==> config.mk <==
export PLATFORM = sky130hd
export DESIGN_NAME = sccb_init_seq
export DESIGN_NICKNAME = d
export VERILOG_FILES = /design/src/rtl/sccb_init_seq.sv
export SDC_FILE = /design/constraint.sdc
export NUM_CORES = 1
export LEC_CHECK = 0
export CAP_MARGIN = 40
export CORE_ASPECT_RATIO = 1.1
export CORE_MARGIN = 1
export CORE_UTILIZATION = 40
export CTS_CLUSTER_SIZE = 24
export DETAILED_ROUTE_END_ITERATION = 10
export GPL_TIMING_DRIVEN = 0
export PLACE_DENSITY_LB_ADDON = 0.3
export RECOVER_POWER = 50
export SETUP_SLACK_MARGIN = 0.4
export SYNTH_ARGS = -nofsm -noshare
export SYNTH_HDL_FRONTEND = slang
export SYNTH_SLANG_ARGS = --single-unit
==> constraint.sdc <==
create_clock -name clk_i -period 6.7 [get_ports clk_i]
set_input_delay 0.67 -clock clk_i [delete_from_list [all_inputs] [get_ports clk_i]]
set_output_delay 0.67 -clock clk_i [all_outputs]
set_load 0.01 [all_outputs]
==> src/rtl/sccb_init_seq.sv <==
// ---------------------------------------------------------------------------
// sccb_init_seq
//   Register-initialisation sequencer for the OV7725 camera. It walks a table
//   of {register address, value} entries held in an external synchronous ROM.
//   For each entry it issues one write request to the SCCB driver. It can
//   optionally read the register back and retry the write on a mismatch.
//   Entries whose address equals DELAY_ADDR are inline waits of
//   data*DELAY_UNIT cycles.
//
// Ports
//   clk_i          single clock
//   rst_i          synchronous active-high reset
//   start_i        start pulse, honoured in IDLE, DONE and FAIL only
//   busy_o         sequence in progress
//   init_done_o    sticky completion flag
//   error_o        sticky failure flag
//   err_index_o    table index of the entry that failed
//   rom_index_o    ROM address (the current table index)
//   rom_entry_i    {addr, data} from the ROM, one cycle after rom_index_o
//   sccb_addr_o    request register address
//   sccb_data_o    request write data
//   sccb_write_o   1 = write, 0 = read
//   sccb_valid_o   single-cycle request pulse
//   sccb_done_i    single-cycle completion pulse from the driver
//   sccb_rdata_i   read data, valid while sccb_done_i is high
//   dbg_state_o    current FSM state, for observation only
//
// Request handshake: sccb_valid_o is high for exactly one cycle per request.
// sccb_addr_o, sccb_data_o and sccb_write_o are stable from that cycle until
// the matching sccb_done_i. The driver answers each request with exactly one
// sccb_done_i pulse. A done pulse that arrives while no request is
// outstanding is ignored.
// ---------------------------------------------------------------------------
module sccb_init_seq #(
  parameter int                    DATA_WIDTH     = 8,
  parameter int                    ADDR_WIDTH     = 8,
  parameter int                    NUM_REGS       = 64,
  parameter int                    IDX_WIDTH      = 8,
  parameter logic [19:0]           POWERUP_CYCLES = 20'd1000000,
  parameter logic [ADDR_WIDTH-1:0] DELAY_ADDR     = {ADDR_WIDTH{1'b1}},
  parameter logic [15:0]           DELAY_UNIT     = 16'd1000,
  parameter int                    VERIFY         = 1,
  parameter int                    MAX_RETRY      = 3,
  parameter logic [19:0]           TIMEOUT_CYCLES = 20'd100000
) (
  input  logic                             clk_i,
  input  logic                             rst_i,
  input  logic                             start_i,
  output logic                             busy_o,
  output logic                             init_done_o,
  output logic                             error_o,
  output logic [IDX_WIDTH-1:0]             err_index_o,
  output logic [IDX_WIDTH-1:0]             rom_index_o,
  input  logic [ADDR_WIDTH+DATA_WIDTH-1:0] rom_entry_i,
  output logic [ADDR_WIDTH-1:0]            sccb_addr_o,
  output logic [DATA_WIDTH-1:0]            sccb_data_o,
  output logic                             sccb_write_o,
  output logic                             sccb_valid_o,
  input  logic                             sccb_done_i,
  input  logic [DATA_WIDTH-1:0]            sccb_rdata_i,
  output logic [3:0]                       dbg_state_o
);

  localparam int DLY_W = DATA_WIDTH + 16;
  localparam int RTY_W = (MAX_RETRY < 1) ? 1 : $clog2(MAX_RETRY + 1);
  localparam logic [IDX_WIDTH-1:0] LAST_IDX = IDX_WIDTH'(NUM_REGS - 1);

  typedef enum logic [3:0] {
    S_IDLE, S_PWR_WAIT, S_FETCH, S_DECODE, S_WR_REQ, S_WR_WAIT, S_RD_REQ,
    S_RD_WAIT, S_CHECK, S_DELAY, S_NEXT, S_DONE, S_FAIL
  } state_t;

  state_t                  state_q;
  logic [IDX_WIDTH-1:0]    idx_q;
  logic [RTY_W-1:0]        retry_q;
  logic [19:0]             pwr_cnt_q;
  logic [19:0]             to_cnt_q;
  logic [DLY_W-1:0]        dly_cnt_q;
  logic [DLY_W-1:0]        dly_tgt_q;
  logic [DATA_WIDTH-1:0]   rdata_q;
  logic                    busy_q;
  logic                    init_done_q;
  logic                    error_q;
  logic [IDX_WIDTH-1:0]    err_index_q;
  logic [ADDR_WIDTH-1:0]   addr_q;
  logic [DATA_WIDTH-1:0]   data_q;
  logic                    write_q;
  logic                    valid_q;

  logic [ADDR_WIDTH-1:0]   ent_addr;
  logic [DATA_WIDTH-1:0]   ent_data;
  logic [DLY_W-1:0]        dly_tgt_d;

  assign ent_addr  = rom_entry_i[ADDR_WIDTH+DATA_WIDTH-1:DATA_WIDTH];
  assign ent_data  = rom_entry_i[DATA_WIDTH-1:0];
  // Full-width product so that a large delay value is never truncated.
  assign dly_tgt_d = DLY_W'(ent_data) * DLY_W'(DELAY_UNIT);

  always_ff @(posedge clk_i) begin
    if (rst_i) begin
      state_q     <= S_IDLE;
      idx_q       <= '0;
      retry_q     <= '0;
      pwr_cnt_q   <= '0;
      to_cnt_q    <= '0;
      dly_cnt_q   <= '0;
      dly_tgt_q   <= '0;
      rdata_q     <= '0;
      busy_q      <= 1'b0;
      init_done_q <= 1'b0;
      error_q     <= 1'b0;
      err_index_q <= '0;
      addr_q      <= '0;
      data_q      <= '0;
      write_q     <= 1'b0;
      valid_q     <= 1'b0;
    end else begin
      case (state_q)
        S_IDLE, S_DONE, S_FAIL: begin
          if (start_i) begin
            init_done_q <= 1'b0;
            error_q     <= 1'b0;
            err_index_q <= '0;
            idx_q       <= '0;
            retry_q     <= '0;
            pwr_cnt_q   <= '0;
            busy_q      <= 1'b1;
            // A zero power-up wait fetches entry 0 right after start.
            state_q     <= (POWERUP_CYCLES == 20'd0) ? S_FETCH : S_PWR_WAIT;
          end
        end
        S_PWR_WAIT: begin
          if (pwr_cnt_q + 20'd1 >= POWERUP_CYCLES) state_q <= S_FETCH;
          else pwr_cnt_q <= pwr_cnt_q + 20'd1;
        end
        // rom_index_o follows idx_q, so the ROM sees the address in this cycle.
        S_FETCH: state_q <= S_DECODE;
        S_DECODE: begin
          addr_q <= ent_addr;
          data_q <= ent_data;
          if (ent_addr == DELAY_ADDR) begin
            dly_cnt_q <= '0;
            dly_tgt_q <= dly_tgt_d;
            state_q   <= (dly_tgt_d == '0) ? S_NEXT : S_DELAY;
          end else begin
            valid_q <= 1'b1;
            write_q <= 1'b1;
            state_q <= S_WR_REQ;
          end
        end
        S_WR_REQ: begin
          valid_q  <= 1'b0;
          to_cnt_q <= '0;
          state_q  <= S_WR_WAIT;
        end
        S_WR_WAIT: begin
          if (sccb_done_i) begin
            if (VERIFY != 0) begin
              valid_q <= 1'b1;
              write_q <= 1'b0;
              state_q <= S_RD_REQ;
            end else begin
              state_q <= S_NEXT;
            end
          end else if (to_cnt_q + 20'd1 >= TIMEOUT_CYCLES) begin
            error_q     <= 1'b1;
            err_index_q <= idx_q;
            busy_q      <= 1'b0;
            state_q     <= S_FAIL;
          end else begin
            to_cnt_q <= to_cnt_q + 20'd1;
          end
        end
        S_RD_REQ: begin
          valid_q  <= 1'b0;
          to_cnt_q <= '0;
          state_q  <= S_RD_WAIT;
        end
        S_RD_WAIT: begin
          if (sccb_done_i) begin
            rdata_q <= sccb_rdata_i;
            state_q <= S_CHECK;
          end else if (to_cnt_q + 20'd1 >= TIMEOUT_CYCLES) begin
            error_q     <= 1'b1;
            err_index_q <= idx_q;
            busy_q      <= 1'b0;
            state_q     <= S_FAIL;
          end else begin
            to_cnt_q <= to_cnt_q + 20'd1;
          end
        end
        S_CHECK: begin
          if (rdata_q == data_q) begin
            state_q <= S_NEXT;
          end else if (retry_q < RTY_W'(MAX_RETRY)) begin
            retry_q <= retry_q + 1'b1;
            valid_q <= 1'b1;
            write_q <= 1'b1;
            state_q <= S_WR_REQ;
          end else begin
            error_q     <= 1'b1;
            err_index_q <= idx_q;
            busy_q      <= 1'b0;
            state_q     <= S_FAIL;
          end
        end
        S_DELAY: begin
          if (dly_cnt_q + DLY_W'(1) >= dly_tgt_q) state_q <= S_NEXT;
          else dly_cnt_q <= dly_cnt_q + DLY_W'(1);
        end
        S_NEXT: begin
          retry_q <= '0;
          if (idx_q == LAST_IDX) begin
            init_done_q <= 1'b1;
            busy_q      <= 1'b0;
            state_q     <= S_DONE;
          end else begin
            idx_q   <= idx_q + 1'b1;
            state_q <= S_FETCH;
          end
        end
        default: state_q <= S_IDLE;
      endcase
    end
  end

  assign busy_o       = busy_q;
  assign init_done_o  = init_done_q;
  assign error_o      = error_q;
  assign err_index_o  = err_index_q;
  assign rom_index_o  = idx_q;
  assign sccb_addr_o  = addr_q;
  assign sccb_data_o  = data_q;
  assign sccb_write_o = write_q;
  // Gated by reset so that a request pulse is withdrawn in the reset cycle
  // itself, not one cycle later.
  assign sccb_valid_o = valid_q & ~rst_i;
  assign dbg_state_o  = state_q;

endmodule

==> impl_metrics.env <==
export IMPL_run_status="finished, final reports clean"
export IMPL_max_vdd_ir_drop_uv=179
export IMPL_gpl_final_weighted_congestion=0.858
export IMPL_rows=56
export IMPL_die_y_um=157
export IMPL_post_route_fraction_of_the_period_consumed_by_the_critical_path_pct=85.0
export IMPL_yosysUniqueCellTypes=78
export IMPL_io_pins=69
export IMPL_design_die_area_mm2=0.0226
export IMPL_timing_fmax_mhz=176
export IMPL_synthesis_area_mm2=0.00879
export IMPL_final_layout_size_suffix_gt1_share_pct=6.94
export IMPL_post_cts_resized_instances=0
export IMPL_hold_start="sccb_addr_o[2]$_SDFFE_PP0P_"
export IMPL_number_of_antenna_violations_at_the_first_check_in_global_routing=0
export IMPL_synth_edff_count=0
export IMPL_grt_overflow_total=0
export IMPL_cts_made_buffers=17
export IMPL_syn_area_per_cell_um2=8.13
export IMPL_crit_path_max_incr_delay_ns=0.71
export IMPL_rsz0062_at_grt="false"
export IMPL_numPlacedInstances=1439
export IMPL_drt_iter0_drc=488
export IMPL_critical_path_reg2reg_startpoint="dly_cnt_q[0]$_SDFFE_PP0P_"
export IMPL_critical_path_reg2reg_endpoint="dly_cnt_q[6]$_SDFFE_PP0P_"
export IMPL_grt_pass1_vias=7851
export IMPL_synthesis_instances=1082
export IMPL_fin_skew_ns=0.0103
export IMPL_critPathArrivalTime_ns=5.98
export IMPL_hold_viol=0
export IMPL_portBuffers=66
export IMPL_timing_max_slew_rel_slack_pct=10.5
export IMPL_flow_area_growth_from_synthesis_pct=17.9
export IMPL_grt_pass1_wl_um=38800
export IMPL_critical_path_endpoint_type="register"
export IMPL_depth_of_the_most_critical_reg_to_reg_path=14
export IMPL_area_sequential_mm2=0.00260
export IMPL_worst_path_most_repeated_cell="fa_1"
export IMPL_initial_core_util_pct=41.0
export IMPL_static_leakage_power_nw=3.98
export IMPL_synthArstFlopShare_pct=0
export IMPL_drc_errors=0
export IMPL_setup_viol=0
export IMPL_clkLatencyLatePin_ns=0.43
export IMPL_grt_max_degree=17
export IMPL_max_cap_viol_count=0
export IMPL_vias=8185
export IMPL_synthTopCellsByArea="dfxtp_1 (30%), ha_1 (9.0%), nand2_1 (6.6%), a21oi_1 (5.2%), fa_1 (4.8%)"
export IMPL_drtAntennaViolNets=0
export IMPL_first_pass_iters=5
export IMPL_path_cells="clkdlybuf4s50_1 > fa_1 > inv_1 > fa_1 > fa_1 > fa_1 > inv_1 > ha_1 > a21oi_1 > a2bb2oi_1 > a21boi_0 > o22ai_1 > xnor2_1 > nor4_1 > o221a_2 > o32ai_1"
export IMPL_cts_tree="done"
export IMPL_required_ns=6.99
export IMPL_r2r_slack_ns=2.61
export IMPL_route_detailed_vias_per_inst=5.56
export IMPL_cts_buffer_depth=2
export IMPL_whs_path_depth=2
export IMPL_worst_setup_hold_path_clk_slew_ns=0.06
export IMPL_finalWirelength_um=23100
export IMPL_cts_setup_buffers=0
export IMPL_final_area_mm2=0.0104
export IMPL_critical_path_slowest_cell="nor4_1"
export IMPL_worstHoldEndpoint="sccb_addr_o[2]$_SDFFE_PP0P_"
export IMPL_postSynthRegisterBits=130
export IMPL_fin_total_pwr_mw=2.75
export IMPL_layout_cells_non_filler=1471
export IMPL_setup_total_negative_slack_ns=0
export IMPL_cp_start_kind="input port"
export IMPL_post_synth_top_area_cell="dfxtp_1"
export IMPL_pwr_density_cell_mw_per_mm2=265
export IMPL_layout_setup_ws_ns=1.00
export IMPL_criticalPathCategory="input port to register"
export IMPL_hold_buffers=0
export IMPL_postLayoutCoreUtil_pct=48.4
export IMPL_design_core_area_mm2=0.0214
export IMPL_clockRootBuffer="clkbuf_16"
export IMPL_final_max_slew_viol_count=0
export IMPL_place_area_mm2=0.00982
export IMPL_clkSinkCount=130
export IMPL_layout_min_cycle_time_ns=5.70
export IMPL_layout_filler_cells=2139
export IMPL_post_dp_hpwl_um=17400
export IMPL_antenna_cells_inserted=0
export IMPL_count_of_yosys_warnings_during_synthesis=0
export IMPL_net_count_of_the_mapped_netlist=1194
export IMPL_footprint_of_the_multi_input_gates_mm2=0.00565
export IMPL_cts_htree_levels=4
export IMPL_global_route_usage_total_pct=21.5
export IMPL_finalHoldWorstSlack_ns=0.449
export IMPL_ys_dominant_reg_cell="dfxtp_1"
export IMPL_measured_slew_at_the_worst_slew_check_pin_ns=1.33
export IMPL_critical_path_max_fanout=8
export IMPL_synth_seq_area_share_pct=29.6
export IMPL_routed_length_per_instance_um=15.7
export IMPL_hold_class="register to register"
export IMPL_die_width_um=143
export IMPL_synthDominantCellAreaShare_pct=29.6
export IMPL_final_net_count=1280
export IMPL_pre_cts_ws_ns=0.553
==> registers in the layout (all words and copies together) (netlist names) <==
name          flops
pwr_cnt_q        20
sccb_data_o       8
error_o           1
err_index_o       8
to_cnt_q         20
sccb_addr_o       8
busy_o            1
rom_index_o       8
init_done_o       1
retry_q           2
sccb_write_o      1
rdata_q           8
valid_q           1
dly_cnt_q        24
dly_tgt_q        15
dbg_state_o       4
==> power breakdown <==
group	switching (mW)	internal [mW]
clock network	0.384	0.512
logic	0.639	0.391
registers	0.0271	0.795
==> how the worst max path moves through the flow <==
| stage | to | slack, ns | from | cells after the start |
|---|---|---|---|---|
| after CTS | dbg_state_o[0]$_SDFFE_PP0P_ | 1.0 | rom_entry_i[1] | 16 |
| after floorplan | dbg_state_o[0]$_SDFFE_PP0P_ | 2.08 | rom_entry_i[1] | 15 |
| after detailed placement | dbg_state_o[0]$_SDFFE_PP0P_ | 0.55 | rom_entry_i[1] | 16 |
| final | dbg_state_o[0]$_SDFFE_PP0P_ | 1.00 | rom_entry_i[1] | 16 |
| after global routing | dbg_state_o[0]$_SDFFE_PP0P_ | 0.78 | rom_entry_i[1] | 17 |
| after global placement | dbg_state_o[0]$_SDFFE_PP0P_ | 0.61 | rom_entry_i[1] | 16 |
==> cells by family (layout without fill, tap and decap cells) <==
logic type | count (synthesis) | count (layout) | synth area share [%]
compound gates | 255 | 255 | 19.6
mux | 14 | 14 | 1.62
fa+ha+maj | 85 | 85 | 13.9
buf+inv | 126 | 225 | 5.99
flops | 130 | 130 | 29.6
xor+xnor | 47 | 47 | 4.68
simple gates | 425 | 425 | 24.6
==> Yosys cell counts (4+ instances only) <==
master,number
o21ai_0,30
o32ai_1,4
xor2_1,12
nand3_1,41
clkbuf_1,36
mux2i_1,12
a21oi_1,91
dfxtp_1,130
a31oi_1,20
a211oi_1,6
inv_1,62
buf_2,15
and3_1,17
nor2_1,68
nor3b_1,6
a21o_1,7
xnor2_1,35
o221ai_1,9
nand3b_1,5
buf_4,5
or2_2,6
fa_1,21
nand2b_1,9
nand2_1,155
and4_1,13
nor3_1,17
a311oi_1,15
nor4_1,6
or4_1,16
and2_1,6
nand4_1,33
o211ai_1,17
ha_1,63
a32o_1,4
nor2b_1,6
or3_1,5
o31ai_1,6
o21a_1,5
==> per-layer routing <==
| metal | track usage [%] | share of wire [%] | wire, um | vias to the layer above |
|---|---|---|---|---|
| met3 | 3.59 | 3.8 | 883 | 28 |
| met2 | 35.5 | 47 | 10900 | 186 |
| met1 | 28.2 | 47 | 10900 | 3874 |
| met4 | 7.50 | 1.6 | 380 | 0 |
| li1 | - | - | - | 4097 |
| met5 | 0 | 0 | 0 | - |
==> placed cells by master, fill, tap and decap left out, types with 21 or more instances in the layout <==
master	n
a21oi_1	91
clkbuf_1	37
clkdlybuf4s50_1	25
dfxtp_1	130
dlygate4sd3_1	41
fa_1	21
ha_1	63
inv_1	62
nand2_1	155
nand3_1	41
nand4_1	33
nor2_1	68
o21ai_0	31
xnor2_1	35
==> critical path, delay by kind of cell <==
family / cells / cell delay, ns
compound gates: 6 / 1.33
xor+xnor: 1 / 0.11
buf+inv: 3 / 0.71
fa+ha+maj: 5 / 2.41
simple gates: 1 / 0.71
==> final cells by class <==
class | count | share of cell area (%)
plain buffers | 61 | 2.72
inverters | 65 | 2.35
flip-flops and latches | 130 | 25.1
clock buffers | 17 | 4.10
well taps | 290 | 3.50
repair buffers | 67 | 6.42
clock inverters | 15 | 1.27
multi-input cells | 826 | 54.5
Note: power is estimated with default switching activity, not from simulation.
==> patch (same settings) <==
`VERIFY`: 1 -> 0.
--- a/src/rtl/sccb_init_seq.sv
+++ b/src/rtl/sccb_init_seq.sv
@@ -40,5 +40,5 @@
   parameter logic [ADDR_WIDTH-1:0] DELAY_ADDR     = {ADDR_WIDTH{1'b1}},
   parameter logic [15:0]           DELAY_UNIT     = 16'd1000,
-  parameter int                    VERIFY         = 1,
+  parameter int                    VERIFY         = 0,
   parameter int                    MAX_RETRY      = 3,
   parameter logic [19:0]           TIMEOUT_CYCLES = 20'd100000
Check against the original RTL: no difference found for any inputs over 10 cycles, from zero or initial values and one cycle with rst_i high; that may be too few to reach the edited logic, so the function may still have changed.
==> patch against the unedited design <==
  * Via count decreased by 1.5%
  * Power increased by 9.3%
  * Worst hold slack improved by 0.0054 ns
  * Sequential cell count is the same
  * Area after synthesis is 0.67% lower
  * Fmax decreased by 2.9%
  * Sequential share of layout area about the same
  * Cell area about the same
  * Wire length fell by 1.7%
  * Non-clock buffer count decreased by 1
  * Combinational power grew 20%
  * Worst setup slack lost 0.17 ns
  * Clock skew increased by 0.0022 ns
  * Critical path type unchanged
  * Critical endpoint unchanged
==> patch: results (changes against the unedited design) <==
status=complete, no violations (unchanged); syn nets=1192 (was 1194); skew final=0.0125 ns (was 0.0103 ns); synth unique cells=76 (was 78); Seq/Total Area, Yosys=0.298 (was 0.296); post-DP HPWL=17.0 mm (was 17.4 mm); DR WL met2=10.8 mm (was 10.9 mm); post-synthesis mux area share=0.0289 (was 0.0162); Static Leak=0.00406 uW (was 0.00398 uW); Area contributors post-synth=dfxtp_1 (30%), ha_1 (9.0%), nand2_1 (6.4%) (was dfxtp_1 (30%), ha_1 (9.0%), nand2_1 (6.6%)); Pwr Total=3000 uW (was 2750 uW); fraction of layout cells with a size suffix above 1=0.0617 (was 0.0694); Placed Area=9800 sq um (was 9820 sq um); placed insts=1441 (was 1439); global-route wire length before repair=38.4 mm (was 38.8 mm); Slew headroom=0.331 (was 0.105); M2 GR Usage=0.356 (was 0.355); seq pwr=845 uW (was 822 uW); synth cell count leaders=nand2_1 (148), dfxtp_1 (130), a21oi_1 (94) (was nand2_1 (155), dfxtp_1 (130), a21oi_1 (91)); Via density=5.47 (was 5.56); I/O Buffers=68 (was 66); max incr delay on CP=0.69 ns (was 0.71 ns); wire per inst=15.4 um (was 15.7 um); final non-filler cell total=1473 (was 1471); P_comb=1240 uW (was 1030 uW); gpl congestion=0.844 (was 0.858); DR iter-0 viols=537 (was 488); Synth Area in Compound Gates=0.181 (was 0.196); vias in the first global route=7746 (was 7851); Avg Cell Area, Syn=8.09 sq um (was 8.13 sq um); VDD IR max=0.201 mV (was 0.179 mV); CP Data Arrival Time=6.19 ns (was 5.98 ns)
[patch: changes by cell type in the layout (fill, tap and decap cells not counted), sizes merged, moves of 12 or more]
cell | unedited run | this run
o21ai | 32 | 48
buf | 24 | 12
xor2 | 12 | 26
or4 | 16 | 3
[patch: worst paths after layout]
path,startpoint,to,slack [ns],cells after the start
worst max-delay path,rom_entry_i[0],dbg_state_o[0],0.83,19
worst min-delay path,sccb_addr_o[7],sccb_addr_o[7],0.45,2
worst max register to register,dly_cnt_q[0],dly_cnt_q[10],2.00,15
worst min register to register,sccb_addr_o[7],sccb_addr_o[7],0.45,2
[patch: cell type report]
class,instances,area (sq um),area share
buffer,56,226,0.0218
clock buffer,17,425,0.0410
clock inverter,15,154,0.0148
inverter,65,244,0.0235
multi-input combinational,829,5650,0.545
sequential,130,2600,0.251
tap,290,363,0.0350
timing repair buffer,71,704,0.0680
[patch: tightest hold or removal path, stage by stage (launching register included)]
cell and delay [ns]:
dfxtp_1 0.31, nand2_1 0.05, a21oi_1 0.05
